## config.mk

```make
export PLATFORM = sky130hd
export DESIGN_NAME = uart_tx_queue
export DESIGN_NICKNAME = d
export VERILOG_FILES = /design/src/rtl/uart_pkg.sv /design/src/rtl/byte_fifo.sv /design/src/rtl/uart_tx_queue.sv
export SDC_FILE = /design/constraint.sdc
export NUM_CORES = 1
export LEC_CHECK = 0
export CORE_MARGIN = 2
export CORE_UTILIZATION = 50
export DETAILED_ROUTE_END_ITERATION = 12
export DONT_BUFFER_PORTS = 1
export HOLD_SLACK_MARGIN = 0.12
export PLACE_DENSITY_LB_ADDON = 0.12
export SLEW_MARGIN = 25
export SYNTH_ARGS = -nofsm -noshare
export SYNTH_HDL_FRONTEND = slang
export SYNTH_SLANG_ARGS = --single-unit
```

## constraint.sdc

```tcl
create_clock -name clk -period 4.75 [get_ports clk]
set_clock_uncertainty 0.2 [all_clocks]
set_input_delay 1.425 -clock clk [delete_from_list [all_inputs] [get_ports clk]]
set_output_delay 1.425 -clock clk [all_outputs]
set_load 0.01 [all_outputs]
```

## src/rtl/uart_pkg.sv

```systemverilog
`default_nettype none
// ============================================================================
// Module      : uart_pkg
// Description : Shared widths, defaults and drain FSM state type for the UART
//               transmit path.
// Revision    : 1.0 - initial release
// ============================================================================
package uart_pkg;

    localparam int UART_BYTE_W       = 8;
    localparam int TXQ_DEFAULT_DEPTH = 16;

    typedef enum logic [1:0] {
        IDLE = 2'd0,
        REQ  = 2'd1,
        WAIT = 2'd2
    } drain_state_t;

endpackage
`default_nettype wire

```

## src/rtl/byte_fifo.sv

```systemverilog
`default_nettype none
// ============================================================================
// Module      : byte_fifo
// Description : Synchronous byte FIFO with registered fill flags, sticky
//               overflow and optional dropped-byte counter
//               (UART_TXQ_OVF_CNT_EN).
// Revision    : 1.0 - initial release
// ============================================================================
module byte_fifo
    import uart_pkg::*;
#(
    parameter int DEPTH  = TXQ_DEFAULT_DEPTH,
    parameter int ADDR_W = 4
) (
    input  logic                   clk,
    input  logic                   rst,
    input  logic [UART_BYTE_W-1:0] wr_data,
    input  logic                   wr_en,
    input  logic                   pop,
    input  logic                   ovf_clr,
    output logic [UART_BYTE_W-1:0] rd_data,
    output logic                   full,
    output logic                   empty,
    output logic [ADDR_W:0]        count,
    output logic                   overflow,
    output logic [7:0]             ovf_cnt
);

    localparam logic [ADDR_W:0] c_depth = (ADDR_W+1)'(DEPTH);

    logic [UART_BYTE_W-1:0] r_mem [DEPTH];
    logic [ADDR_W-1:0]      r_wr_ptr;
    logic [ADDR_W-1:0]      r_rd_ptr;
    logic [ADDR_W:0]        r_count;
    logic [ADDR_W:0]        w_count_nxt;
    logic                   r_full;
    logic                   r_empty;
    logic                   r_overflow;
    logic                   w_push;
    logic                   w_drop;
    logic                   w_pop;

    // Full is judged on the registered count, so a same-cycle pop never rescues a write.
    assign w_push = wr_en && !r_full;
    assign w_drop = wr_en && r_full;
    assign w_pop  = pop && !r_empty;

    always_comb begin
        w_count_nxt = r_count;
        case ({w_push, w_pop})
            2'b10:   w_count_nxt = r_count + (ADDR_W+1)'(1);
            2'b01:   w_count_nxt = r_count - (ADDR_W+1)'(1);
            default: w_count_nxt = r_count;
        endcase
    end

    always_ff @(posedge clk) begin
        if (rst) begin
            r_wr_ptr   <= '0;
            r_rd_ptr   <= '0;
            r_count    <= '0;
            r_full     <= 1'b0;
            r_empty    <= 1'b1;
            r_overflow <= 1'b0;
        end else begin
            if (w_push) r_wr_ptr <= r_wr_ptr + ADDR_W'(1);
            if (w_pop)  r_rd_ptr <= r_rd_ptr + ADDR_W'(1);
            r_count <= w_count_nxt;
            r_full  <= (w_count_nxt == c_depth);
            r_empty <= (w_count_nxt == '0);
            if (w_drop)       r_overflow <= 1'b1;
            else if (ovf_clr) r_overflow <= 1'b0;
        end
    end

    // Storage needs no reset: pointers and count define which entries are valid.
    always_ff @(posedge clk) begin
        if (w_push) r_mem[r_wr_ptr] <= wr_data;
    end

`ifdef UART_TXQ_OVF_CNT_EN
    logic [7:0] r_ovf_cnt;

    always_ff @(posedge clk) begin
        if (rst) begin
            r_ovf_cnt <= 8'h00;
        end else if (w_drop) begin
            if (ovf_clr)                r_ovf_cnt <= 8'h01;
            else if (r_ovf_cnt != 8'hFF) r_ovf_cnt <= r_ovf_cnt + 8'h01;
        end else if (ovf_clr) begin
            r_ovf_cnt <= 8'h00;
        end
    end

    assign ovf_cnt = r_ovf_cnt;
`else
    assign ovf_cnt = 8'h00;
`endif

    assign rd_data  = r_mem[r_rd_ptr];
    assign full     = r_full;
    assign empty    = r_empty;
    assign count    = r_count;
    assign overflow = r_overflow;

endmodule
`default_nettype wire

```

## src/rtl/uart_tx_queue.sv

```systemverilog
`default_nettype none
// ============================================================================
// Module      : uart_tx_queue
// Description : Byte queue feeding a UART transmitter through a send/busy
//               handshake. Optional dropped-byte counter: UART_TXQ_OVF_CNT_EN.
// Revision    : 1.0 - initial release
// ============================================================================
module uart_tx_queue
    import uart_pkg::*;
#(
    parameter int DEPTH  = TXQ_DEFAULT_DEPTH,
    parameter int ADDR_W = 4
) (
    input  logic                   clk,
    input  logic                   rst,
    input  logic [UART_BYTE_W-1:0] wr_data,
    input  logic                   wr_en,
    output logic                   full,
    output logic                   empty,
    output logic [ADDR_W:0]        count,
    output logic                   overflow,
    input  logic                   ovf_clr,
    output logic [7:0]             ovf_cnt,
    output logic [UART_BYTE_W-1:0] tx_data,
    output logic                   tx_send,
    input  logic                   tx_busy
);

    drain_state_t           r_state;
    drain_state_t           w_state_nxt;
    logic                   w_pop;
    logic [UART_BYTE_W-1:0] w_rd_data;
    logic [UART_BYTE_W-1:0] r_tx_data;

    byte_fifo #(
        .DEPTH  (DEPTH),
        .ADDR_W (ADDR_W)
    ) u_fifo (
        .clk      (clk),
        .rst      (rst),
        .wr_data  (wr_data),
        .wr_en    (wr_en),
        .pop      (w_pop),
        .ovf_clr  (ovf_clr),
        .rd_data  (w_rd_data),
        .full     (full),
        .empty    (empty),
        .count    (count),
        .overflow (overflow),
        .ovf_cnt  (ovf_cnt)
    );

    always_ff @(posedge clk) begin
        if (rst) begin
            r_state   <= IDLE;
            r_tx_data <= '0;
        end else begin
            r_state <= w_state_nxt;
            if (w_pop) r_tx_data <= w_rd_data;
        end
    end

    // Send is held as a level in REQ; the transmitter only latches it while idle.
    always_comb begin
        w_state_nxt = r_state;
        w_pop       = 1'b0;
        case (r_state)
            IDLE: begin
                if (!empty && !tx_busy) begin
                    w_pop       = 1'b1;
                    w_state_nxt = REQ;
                end
            end
            REQ: begin
                if (tx_busy) w_state_nxt = WAIT;
            end
            WAIT: begin
                if (!tx_busy) w_state_nxt = IDLE;
            end
            default: w_state_nxt = IDLE;
        endcase
    end

    assign tx_send = (r_state == REQ);
    assign tx_data = r_tx_data;

endmodule
`default_nettype wire
```

Word level (Yosys, flattened, before mapping) --
Memories as Yosys holds them, arrays and structs flattened. A register that Yosys moved wholly into a read port is not among the register bits. Cells that the tools add are included.
Word-level totals: input port bits 13, bits in registers 18, bits in writable memories 128, memories kept 1, output and inout bits 25, logic and storage cells 42
Operators by class: muxes and demuxes 11, equality and inequality tests 8, reduce and logical (&&, ||, !) cells 11, $add $sub $neg 4
Memories:
- u_fifo.r_mem | depth 16, width 8, read ports 1, clocked after memory_dff 1, write ports 1, line byte_fifo.sv:31 | logic [UART_BYTE_W-1:0] r_mem [DEPTH];
Operator list (number):
- case mux 5 bit (2 select lines) | 1
- adder 4 x 1 -> 4 bit (second input constant) | 2
- two-way mux 1 bit | 6
- two-way mux 2 bit | 3
- case mux 2 bit (3 select lines) | 1
- adder 5 x 1 -> 5 bit (second input constant) | 1
- equality test 5 bit (second input constant) | 1
- logical NOT 5 bit | 1
- subtractor 5 x 1 -> 5 bit (second input constant) | 1
- equality test 2 x 1 -> 1 bit (second input constant) | 2
- equality test 2 bit (second input constant) | 2
- logical AND 1 bit | 4
- != test 2 bit (second input constant) | 2
- logical NOT 1 bit | 3
- AND reduction 3 bit | 1
- logical NOT 2 bit | 1
- != test 2 x 1 -> 1 bit (second input constant) | 1
- nonzero test 2 bit | 1

Longest topological paths before layout --
Gate-level depths: netlist (run 1).
depth after elaboration 8, depth in mapped cells 12, depth with buffers taken out 11

Hierarchy --
From an unflattened synthesis (run 1), not the netlist that was laid out.
Second synthesis, totals: cell total of the unflattened synthesis 358, area total of the unflattened synthesis 6417.4 µm²
Modules (own cells, without submodules):
- byte_fifo | seq. area each 4244.1 µm², area each 5975.7 µm², times used 1, cells each 316
- uart_tx_queue | seq. area each 200.2 µm², area each 441.7 µm², times used 1, cells each 42

Least setup slack after synthesis (run 1) --
Ideal clock, no wire load.
kind in2reg, from input tx_busy, to register u_fifo.r_full, in the netlist u_fifo.full, stages 10, buffers on the path 1, setup time 0.117 ns, data arrival time 3.474 ns, required time 4.433 ns, path slack 0.959 ns, cell sequence or4_4 > clkinv_2 > clkbuf_1 > ha_1 > a21o_1 > nand2_1 > o21ai_0 > o211ai_1 > xor2_1 > and4bb_1
Between the ends: cells in the longest elaborated chain, start to end 8, elaborated cells between the ends (all ways) 9, classes of those cells eq/ne: 3; mux: 3; reduce/logical: 3
Ends and longest elaborated chain:
- start: declaration | line uart_tx_queue.sv:26 | input logic tx_busy
- logical NOT 1 bit (*)
- logical AND 1 bit (*) | line uart_tx_queue.sv:69 | if (!empty && !tx_busy) begin
- two-way mux 1 bit (*) | line uart_tx_queue.sv:69
- two-way mux 1 bit (*) | line uart_tx_queue.sv:67 | case (r_state)
- logical AND 1 bit (*) | line byte_fifo.sv:46 | assign w_pop = pop && !r_empty;
- equality test 2 x 1 -> 1 bit or equality test 2 bit (tied branches) | line byte_fifo.sv:50 | case ({w_push, w_pop})
- case mux 5 bit (2 select lines) (*) | line byte_fifo.sv:50
- equality test 5 bit (*) | line byte_fifo.sv:69 | r_full <= (w_count_nxt == c_depth);
- end signal: assignment | line byte_fifo.sv:69
- end: declaration | line byte_fifo.sv:36 | logic r_full;
Every way passes the cells marked *; elsewhere a longest branch is shown, timed or not. A chain may end at the register's enable or synchronous reset.

Worst setup path after layout (run 1) --
Ends and elaborated chain as after synthesis.

==> results of run 1 <==
## area by class of cell
cell class	instances	area [um^2]	share of cell area
Tap cell	168	210	0.0306
Clock buffer	22	444	0.0646
Multi-Input combinational cell	170	1680	0.244
Clock inverter	10	101	0.0147
Timing Repair Buffer	7	52.6	0.00764
Inverter	6	23.8	0.00346
Sequential cell	154	4370	0.635
## power by group through the flow
| stage | logic (mW) | clock network (mW) | registers [mW] |
|---|---|---|---|
| 3_3_place_gp | 0.266 | 0 | 1.57 |
| 3_5_place_dp | 0.270 | 0 | 1.57 |
| 5_1_grt | 0.293 | 1.34 | 1.55 |
| 6_report | 0.268 | 1.25 | 1.54 |
| 2_1_floorplan | 0.247 | 0 | 1.55 |
| 4_1_cts | 0.272 | 1.28 | 1.55 |
## cells by family after synthesis
kind of cell,Yosys count,share of synthesized area
simple gates,72,0.0520
compound gates,29,0.0333
flops,154,0.701
mux,42,0.148
other cells,1,0.000602
xor+xnor,11,0.0155
fa+ha+maj,8,0.0161
buf+inv,35,0.0341
## flip-flops by register name (all words and copies together), names as in the netlist
name             cells
u_fifo.r_mem       128
tx_data              8
u_fifo.count         5
u_fifo.r_rd_ptr      4
u_fifo.r_wr_ptr      4
r_state              2
u_fifo.empty         1
u_fifo.full          1
u_fifo.overflow      1
## path summary, 6_finish.rpt
check                                             start                 endpoint  slack, ps  cells after the start
worst max register to register  r_state[1]$_SDFFE_PP0P_   u_fifo.full$_SDFF_PP0_       1820                     10
worst min register to register  tx_data[7]$_SDFFE_PP0N_  tx_data[7]$_SDFFE_PP0N_        300                      2
worst min-delay path            tx_data[7]$_SDFFE_PP0N_  tx_data[7]$_SDFFE_PP0N_        300                      2
worst max-delay path                            tx_busy   u_fifo.full$_SDFF_PP0_       1280                     10
## per-stage QoR
| stage | instances | hold WS (ps) | utilization |
|---|---|---|---|
| 6_report | 537 | 297 | 0.568 |
| 5_1_grt | 537 | 318 | 0.568 |
| 4_1_cts | 537 | 299 | 0.568 |
| 3_5_place_dp | 505 | 291 | 0.523 |
| 3_3_place_gp | 505 | 277 | 0.523 |
| 2_1_floorplan | 359 | 265 | - |
## critical path, delay by kind of cell
family	cells	cell delay, ps
simple gates	3	870
compound gates	3	480
buf+inv	2	300
fa+ha+maj	1	270
xor+xnor	1	220
## Yosys cell counts
| master | n | area (um^2) |
|---|---|---|
| edfxtp_1 | 128 | 3840 |
| nor3b_1 | 1 | 7.51 |
| o32ai_2 | 1 | 16.3 |
| a31o_2 | 1 | 8.76 |
| o21ai_0 | 2 | 10.0 |
| o311ai_4 | 1 | 26.3 |
| buf_6 | 3 | 33.8 |
| xor2_1 | 6 | 52.6 |
| nor3_1 | 5 | 25.0 |
| nand2b_1 | 4 | 25.0 |
| clkbuf_1 | 11 | 41.3 |
| nand2_2 | 1 | 6.26 |
| buf_2 | 3 | 15.0 |
| or3_1 | 1 | 6.26 |
| mux4_2 | 40 | 901 |
| nor2b_1 | 3 | 18.8 |
| a21o_2 | 1 | 8.76 |
| clkdlybuf4s50_2 | 1 | 11.3 |
| nand4_1 | 2 | 12.5 |
| nand2_1 | 29 | 109 |
| xnor2_1 | 5 | 43.8 |
| o22ai_1 | 1 | 6.26 |
| buf_1 | 1 | 3.75 |
| a32oi_1 | 1 | 8.76 |
| a22oi_1 | 1 | 7.51 |
| a2111oi_0 | 1 | 8.76 |
| clkinv_2 | 1 | 5.00 |
| dfxtp_1 | 26 | 521 |
| clkbuf_8 | 1 | 13.8 |
| mux2i_1 | 2 | 20.0 |
| clkdlybuf4s25_2 | 1 | 10.0 |
| a21oi_1 | 15 | 75.1 |
| o211ai_1 | 1 | 7.51 |
| inv_1 | 5 | 18.8 |
| and4bb_1 | 1 | 12.5 |
| ha_1 | 8 | 100 |
| buf_4 | 8 | 60.1 |
| or4_4 | 1 | 11.3 |
| nor2_1 | 24 | 90.1 |
| a21o_1 | 2 | 15.0 |
| conb_1 | 1 | 3.75 |
| o21ai_2 | 1 | 8.76 |
## per-layer routing
layer / vias to the layer above / track usage / share of wire
met4: 0 / 0.0722 / 0.019
li1: 1357 / - / -
met5: - / 0 / 0
met1: 1490 / 0.255 / 0.46
met2: 77 / 0.278 / 0.47
met3: 17 / 0.0596 / 0.052
## cell usage in the layout, fill, tap and decap left out, types with 3 or more instances in the layout
cell,n
nor2_1,24
conb_1,8
clkinv_2,3
clkbuf_1,5
edfxtp_1,128
buf_4,7
clkbuf_16,17
nor3_1,5
xor2_1,6
mux4_2,40
nand2_1,29
ha_1,8
clkinv_1,4
a21oi_1,15
dfxtp_1,25
nand2b_1,4
nor2b_1,3
xnor2_1,5
inv_1,5
==> results.sh, run 1 <==
export IMPL_run_status="complete, no violations"
export IMPL_maxCapViolCount=0
export IMPL_cp_slowest_stage_delay_ps=510
export IMPL_period_share=0.730
export IMPL_setup_viol=0
export IMPL_clkLatencyLatePin_ps=420
export IMPL_grt_start_max_net_pins=36
export IMPL_cts_sinks=154
export IMPL_yosysSeqAreaShare=0.701
export IMPL_nNetsFinal=377
export IMPL_final_area_um2=6880
export IMPL_drtAntennaViolNets=0
export IMPL_die_w_um=116
export IMPL_portBuffers=0
export IMPL_cts_made_buffers=17
export IMPL_fmax_ghz=0.288
export IMPL_slew_headroom=0.429
export IMPL_syn_area_um2=6230
export IMPL_setup_tns_ps=0
export IMPL_cp_max_fo=15
export IMPL_drive_gt1_frac=0.214
export IMPL_cts_root_to_sink_buffers=2
export IMPL_antenna_found_initial=0
export IMPL_crit_type="primary input to flip-flop"
export IMPL_ys_seq_elements=154
export IMPL_die_y_um=116
export IMPL_cp_arrival_ps=3580
export IMPL_hp_class="flip-flop to flip-flop"
export IMPL_grt_overflow=0
export IMPL_fill_cells=934
export IMPL_period_minus_slack_ps=3470
export IMPL_crit_slowest_cell="or4_4"
export IMPL_dpl_worst_slack_ps=861
export IMPL_cp_end_kind="flip-flop"
export IMPL_rows=40
export IMPL_gp_congestion=0.760
export IMPL_swShare=0.217
export IMPL_die_area_um2=13400
export IMPL_ir_drop_mv=0.268
export IMPL_drc=0
export IMPL_tightest_slew_ps=854
export IMPL_worst_slack_ps=1280
export IMPL_routed_via_density=5.48
export IMPL_avgSynthCellArea_um2=17.7
export IMPL_rsz0062_at_grt="false"
export IMPL_seqPwrFrac=0.504
export IMPL_grt_pass1_wl_mm=17.4
export IMPL_postCtsHoldBufs=0
export IMPL_core_um2=12100
export IMPL_p_leak_nw=2.20
export IMPL_cts_tree="built"
export IMPL_postCtsSetupBuffers=0
export IMPL_start_kind="primary input"
export IMPL_dpl_cell_area_um2=6330
export IMPL_path_clk_slew_ps=60
export IMPL_critPathRequiredTime_ps=4860
export IMPL_area_delta_synth_final_pct=10.4
export IMPL_place_hpwl_mm=7.35
export IMPL_start_util=0.514
export IMPL_grt_pass1_vias=3082
export IMPL_clock_root_buffer="clkbuf_16"
export IMPL_power_switching_uw=665
export IMPL_drv_slew=0
export IMPL_p_comb_frac=0.087
export IMPL_first_pass_iters=4
export IMPL_intPower_mw=2.40
export IMPL_p_per_area_nw_per_um2=445
export IMPL_vias=2941
export IMPL_ctsResizeCount=0
export IMPL_fin_total_pwr_mw=3.06
export IMPL_htreeDepth=4
export IMPL_num_antenna_cells=0
export IMPL_wl_per_cell_um=20.5
export IMPL_io_pins=38
export IMPL_synth_cell_types=42
export IMPL_wl_mm=11.0
export IMPL_hold_violations=0
export IMPL_path_cells="or4_4 -> clkinv_2 -> nand2_2 -> inv_1 -> ha_1 -> a21o_1 -> a21oi_1 -> o211ai_1 -> xor2_1 -> and4bb_1"
export IMPL_grtUsageTotal=0.185
export IMPL_syn_inst=352
export IMPL_clkPwrFrac=0.408
export IMPL_drt_iter0_markers=218
export IMPL_ys_warn_count=0
Note: power is estimated with default switching activity, not from simulation.
==> run 2, diff against run 1 <==
clock period = 3.2 ns   (was 4.75 ns; I/O delays follow)
==> results.sh, run 2 (synthesis gave the netlist of run 1 again) <==
export IMPL_io_pins=38
export IMPL_cts_root_to_sink_buffers=2
export IMPL_rsz0062_at_grt="false"
export IMPL_path_clk_slew_ps=60
export IMPL_p_per_area_nw_per_um2=643
export IMPL_hold_end="tx_data[4]$_SDFFE_PP0N_"
export IMPL_antenna_found_initial=0
export IMPL_start_kind="primary input"
export IMPL_holdPathStages=2
export IMPL_drt_iter0_markers=259
export IMPL_grt_pass1_vias=3133
export IMPL_final_common_cell="edfxtp_1"
export IMPL_drive_gt1_frac=0.250
export IMPL_rows=40
export IMPL_place_hpwl_mm=7.67
export IMPL_first_pass_iters=4
export IMPL_largest_register="u_fifo.r_mem"
export IMPL_tightest_slew_ps=659
export IMPL_final_cell_mix="edfxtp_1 (128), mux4_2 (40), nand2_1 (29)"
export IMPL_core_um2=12100
export IMPL_p_leak_nw=2.27
export IMPL_slew_headroom=0.560
export IMPL_area_delta_synth_final_pct=12.1
export IMPL_hp_class="flip-flop to flip-flop"
export IMPL_run_status="complete, no violations"
export IMPL_drv_slew=0
export IMPL_die_area_um2=13400
export IMPL_reg2reg_to="u_fifo.full$_SDFF_PP0_"
export IMPL_cp_slowest_stage_delay_ps=420
export IMPL_postCtsHoldBufs=0
export IMPL_clkLatencyLatePin_ps=410
export IMPL_nNetsFinal=393
export IMPL_routed_via_density=5.50
export IMPL_cts_tree="built"
export IMPL_setup_viol=0
export IMPL_wl_per_cell_um=20.8
export IMPL_wl_mm=11.5
export IMPL_htreeDepth=4
export IMPL_period_share=0.881
export IMPL_ctsResizeCount=0
export IMPL_worstHoldStart="tx_data[4]$_SDFFE_PP0N_"
export IMPL_fill_cells=929
export IMPL_hold_slack_ps=298
export IMPL_critPathRequiredTime_ps=3300
export IMPL_cts_made_buffers=17
export IMPL_postCtsSetupBuffers=0
export IMPL_path_cells="or4_4 -> clkinv_2 -> nand2_2 -> xnor2_1 -> ha_1 -> a21o_1 -> a32oi_1 -> o211ai_1 -> xor2_1 -> and4bb_1"
export IMPL_die_y_um=116
export IMPL_start_util=0.514
export IMPL_portBuffers=0
export IMPL_grt_pass1_wl_mm=17.9
export IMPL_maxCapViolCount=0
export IMPL_ir_drop_mv=0.464
export IMPL_regToRegSetupSlack_ps=460
export IMPL_fin_total_pwr_mw=4.49
export IMPL_r2r_start="r_state[1]$_SDFFE_PP0P_"
export IMPL_clock_root_buffer="clkbuf_16"
export IMPL_period_minus_slack_ps=2820
export IMPL_gp_congestion=0.843
export IMPL_grtUsageTotal=0.192
export IMPL_crit_slowest_cell="or4_4"
export IMPL_hold_violations=0
export IMPL_cp_max_fo=4
export IMPL_crit_type="primary input to flip-flop"
export IMPL_die_w_um=116
export IMPL_fmax_ghz=0.355
export IMPL_grt_start_max_net_pins=36
export IMPL_cp_arrival_ps=2920
export IMPL_drc=0
export IMPL_cp_end_kind="flip-flop"
export IMPL_cts_sinks=154
export IMPL_grt_overflow=0
export IMPL_fin_cells=552
export IMPL_vias=3037
export IMPL_ff2ff_path_depth=10
export IMPL_dp_cells=521
export IMPL_num_antenna_cells=0
export IMPL_drtAntennaViolNets=0
export IMPL_largest_reg_flops=128
==> run 2: per-stage QoR <==
| step | util | cell area (um^2) | TNS [ps] | setup slack [ps] |
|---|---|---|---|---|
| CTS | 0.577 | 6990 | 0 | 419 |
| global placement | 0.534 | 6470 | 0 | 83.4 |
| finish | 0.577 | 6990 | 0 | 379 |
| floorplan | - | 6260 | 0 | 54.4 |
| detailed placement | 0.534 | 6470 | -33.3 | -33.3 |
| global route | 0.577 | 6990 | 0 | 283 |
==> run 2: area by class of cell <==
| class | instances | area, um^2 | area share |
|---|---|---|---|
| inverters | 6 | 23.8 | 0.00340 |
| multi-input cells | 170 | 1680 | 0.241 |
| well taps | 168 | 210 | 0.0301 |
| clock buffers | 22 | 444 | 0.0636 |
| clock inverters | 9 | 75.1 | 0.0107 |
| repair buffers | 23 | 185 | 0.0265 |
| flip-flops and latches | 154 | 4370 | 0.625 |
==> run 2: worst max-delay path: cells and delay by family <==
family | cells | cell delay [ps]
fa+ha+maj | 1 | 190
xor+xnor | 2 | 380
compound gates | 3 | 530
buf+inv | 1 | 80
simple gates | 3 | 760
==> run 2: worst max path at each step <==
stage,start,endpoint,slack (ps)
2_1_floorplan,tx_busy,u_fifo.full$_SDFF_PP0_,50
5_1_grt,tx_busy,u_fifo.full$_SDFF_PP0_,280
4_1_cts,tx_busy,u_fifo.full$_SDFF_PP0_,420
3_3_place_gp,tx_busy,u_fifo.full$_SDFF_PP0_,80
6_report,tx_busy,u_fifo.full$_SDFF_PP0_,380
3_5_place_dp,tx_busy,u_fifo.full$_SDFF_PP0_,-30
==> run 2: layer usage <==
metal / wire length (um) / track usage / vias up
met5: 0 / 0 / -
li1: - / - / 1381
met2: 5500 / 0.295 / 111
met1: 5020 / 0.270 / 1536
met4: 125 / 0.0667 / 0
met3: 825 / 0.0523 / 9
==> run 2: where the power goes <==
part / switching (mW) / internal, mW / total (mW)
Clock: 0.723 / 1.05 / 1.78
Sequential: 0.0675 / 2.23 / 2.29
Combinational: 0.202 / 0.215 / 0.417
==> run 3, diff against run 2 <==
CORE_ASPECT_RATIO = 1.75   (was default)
CORE_MARGIN = default   (was 2)
==> results.sh, run 3 (synthesis gave the netlist of run 1 again) <==
export IMPL_drv_slew=0
export IMPL_clock_root_buffer="clkbuf_16"
export IMPL_worstHoldStart="tx_data[3]$_SDFFE_PP0N_"
export IMPL_cts_made_buffers=17
export IMPL_cts_root_to_sink_buffers=2
export IMPL_grt_overflow=0
export IMPL_wl_per_cell_um=20.4
export IMPL_crit_slowest_cell="or4_4"
export IMPL_dp_cells=517
export IMPL_seqPwrFrac=0.489
export IMPL_drc=0
export IMPL_grt_pass1_vias=3146
export IMPL_htreeDepth=4
export IMPL_grt_start_max_net_pins=36
export IMPL_hp_class="flip-flop to flip-flop"
export IMPL_intPower_mw=3.56
export IMPL_io_pins=38
export IMPL_start_util=0.516
export IMPL_p_leak_nw=2.31
export IMPL_area_delta_synth_final_pct=13.4
export IMPL_utilization=0.585
export IMPL_postCtsHoldBufs=0
export IMPL_grtUsageTotal=0.191
export IMPL_antenna_found_initial=0
export IMPL_p_per_area_nw_per_um2=664
export IMPL_fin_total_pwr_mw=4.69
export IMPL_crit_start="tx_busy"
export IMPL_path_buf_inv=1
export IMPL_cp_slowest_stage_delay_ps=420
export IMPL_rows=53
export IMPL_dpl_cell_area_um2=6470
export IMPL_start_kind="primary input"
export IMPL_ir_drop_mv=0.470
export IMPL_die_area_um2=12900
export IMPL_p_comb_frac=0.089
export IMPL_path_clk_slew_ps=60
export IMPL_gp_congestion=0.724
export IMPL_fmax_ghz=0.359
export IMPL_vias=2973
export IMPL_critPathRequiredTime_ps=3300
export IMPL_swShare=0.242
export IMPL_final_cell_mix="edfxtp_1 (128), mux4_2 (40), nand2_1 (29)"
export IMPL_drt_iter0_markers=154
export IMPL_postCtsSetupBuffers=0
export IMPL_final_area_um2=7060
export IMPL_grt_pass1_wl_mm=17.2
export IMPL_core_um2=12100
export IMPL_clkLatencyLatePin_ps=420
export IMPL_die_w_um=86.4
export IMPL_nNetsFinal=392
export IMPL_rsz0062_at_grt="false"
export IMPL_crit_type="primary input to flip-flop"
export IMPL_period_share=0.871
export IMPL_fin_cells=549
export IMPL_r2r_start="r_state[1]$_SDFFE_PP0P_"
export IMPL_cp_top_family="simple AND/OR/NAND/NOR gates"
export IMPL_die_y_um=150
export IMPL_wl_mm=11.2
export IMPL_drive_gt1_frac=0.271
export IMPL_final_common_cell="edfxtp_1"
export IMPL_num_antenna_cells=0
export IMPL_drtAntennaViolNets=0
export IMPL_run_status="complete, no violations"
export IMPL_place_hpwl_mm=7.94
export IMPL_slew_headroom=0.572
export IMPL_setup_viol=0
export IMPL_cts_sinks=154
export IMPL_cts_tree="built"
export IMPL_worst_slack_ps=412
export IMPL_path_cells="or4_4 -> clkinv_2 -> nand2_2 -> xnor2_1 -> ha_1 -> a21o_1 -> a32oi_1 -> o211ai_1 -> xor2_1 -> and4bb_1"
export IMPL_routed_via_density=5.42
export IMPL_tightest_slew_ps=642
export IMPL_maxCapViolCount=0
export IMPL_cp_max_fo=4
export IMPL_first_pass_iters=4
export IMPL_portBuffers=0
export IMPL_cp_end_kind="flip-flop"
export IMPL_dpl_worst_slack_ps=-19.0
export IMPL_largest_register="u_fifo.r_mem"
export IMPL_clkPwrFrac=0.422
export IMPL_power_switching_mw=1.13
export IMPL_largest_reg_flops=128
export IMPL_period_minus_slack_ps=2790
export IMPL_ctsResizeCount=0
export IMPL_hold_violations=0
export IMPL_cp_arrival_ps=2890
==> run 3: cell types whose count changed in the layout (fill, tap and decap cells not counted), sizes merged <==
cell	before	now
clkinv	6	2
clkbuf	22	17
buf	23	22
clkinvlp	2	3
inv	6	15
==> run 3: path summary, 6_finish.rpt <==
kind / endpoint / slack (ps) / cells after the start
worst max-delay path: u_fifo.full$_SDFF_PP0_ / 410 / 10
worst max register to register: u_fifo.full$_SDFF_PP0_ / 480 / 10
worst min register to register: tx_data[3]$_SDFFE_PP0N_ / 300 / 2
worst min-delay path: tx_data[3]$_SDFFE_PP0N_ / 300 / 2
==> run 3: layout make-up <==
cell class | instances | area (um^2)
well taps | 165 | 206
repair buffers | 22 | 190
flip-flops and latches | 154 | 4370
clock buffers | 17 | 425
fillers | 942 | 5010
inverters | 6 | 23.8
multi-input cells | 170 | 1680
clock inverters | 15 | 169
==> run 3: through the flow <==
step                hold WS, ps  TNS [ps]
global placement            288         0
finish                      300         0
floorplan                   265         0
CTS                         303         0
detailed placement          294     -19.0
global route                321         0
==> run 3: worst reg2reg max path, delay by kind of cell, from the launching register on <==
kind,cells,cell delay [ps]
adders and majority gates,1,180
DFF,1,340
buffers and inverters,1,100
and+or+nand+nor,3,880
AOI/OAI and AO/OA,3,540
xor gates and xnor gates,2,370
==> run 3: power groups by stage <==
| stage | sequential, mW | combinational [mW] | clock (mW) |
|---|---|---|---|
| final | 2.29 | 0.416 | 1.98 |
| after global routing | 2.30 | 0.452 | 2.11 |
| after CTS | 2.30 | 0.425 | 2.03 |
| after detailed placement | 2.34 | 0.424 | 0 |
| after global placement | 2.34 | 0.416 | 0 |
| after floorplan | 2.30 | 0.367 | 0 |
==> run 3: layer usage <==
layer	global-route usage	routed length (um)	up-vias	share of wire
met5	0	0	-	0
met4	0.0850	276	0	0.025
met3	0.0502	361	18	0.032
met2	0.357	6550	63	0.59
met1	0.195	4000	1501	0.36
li1	-	-	1391	-
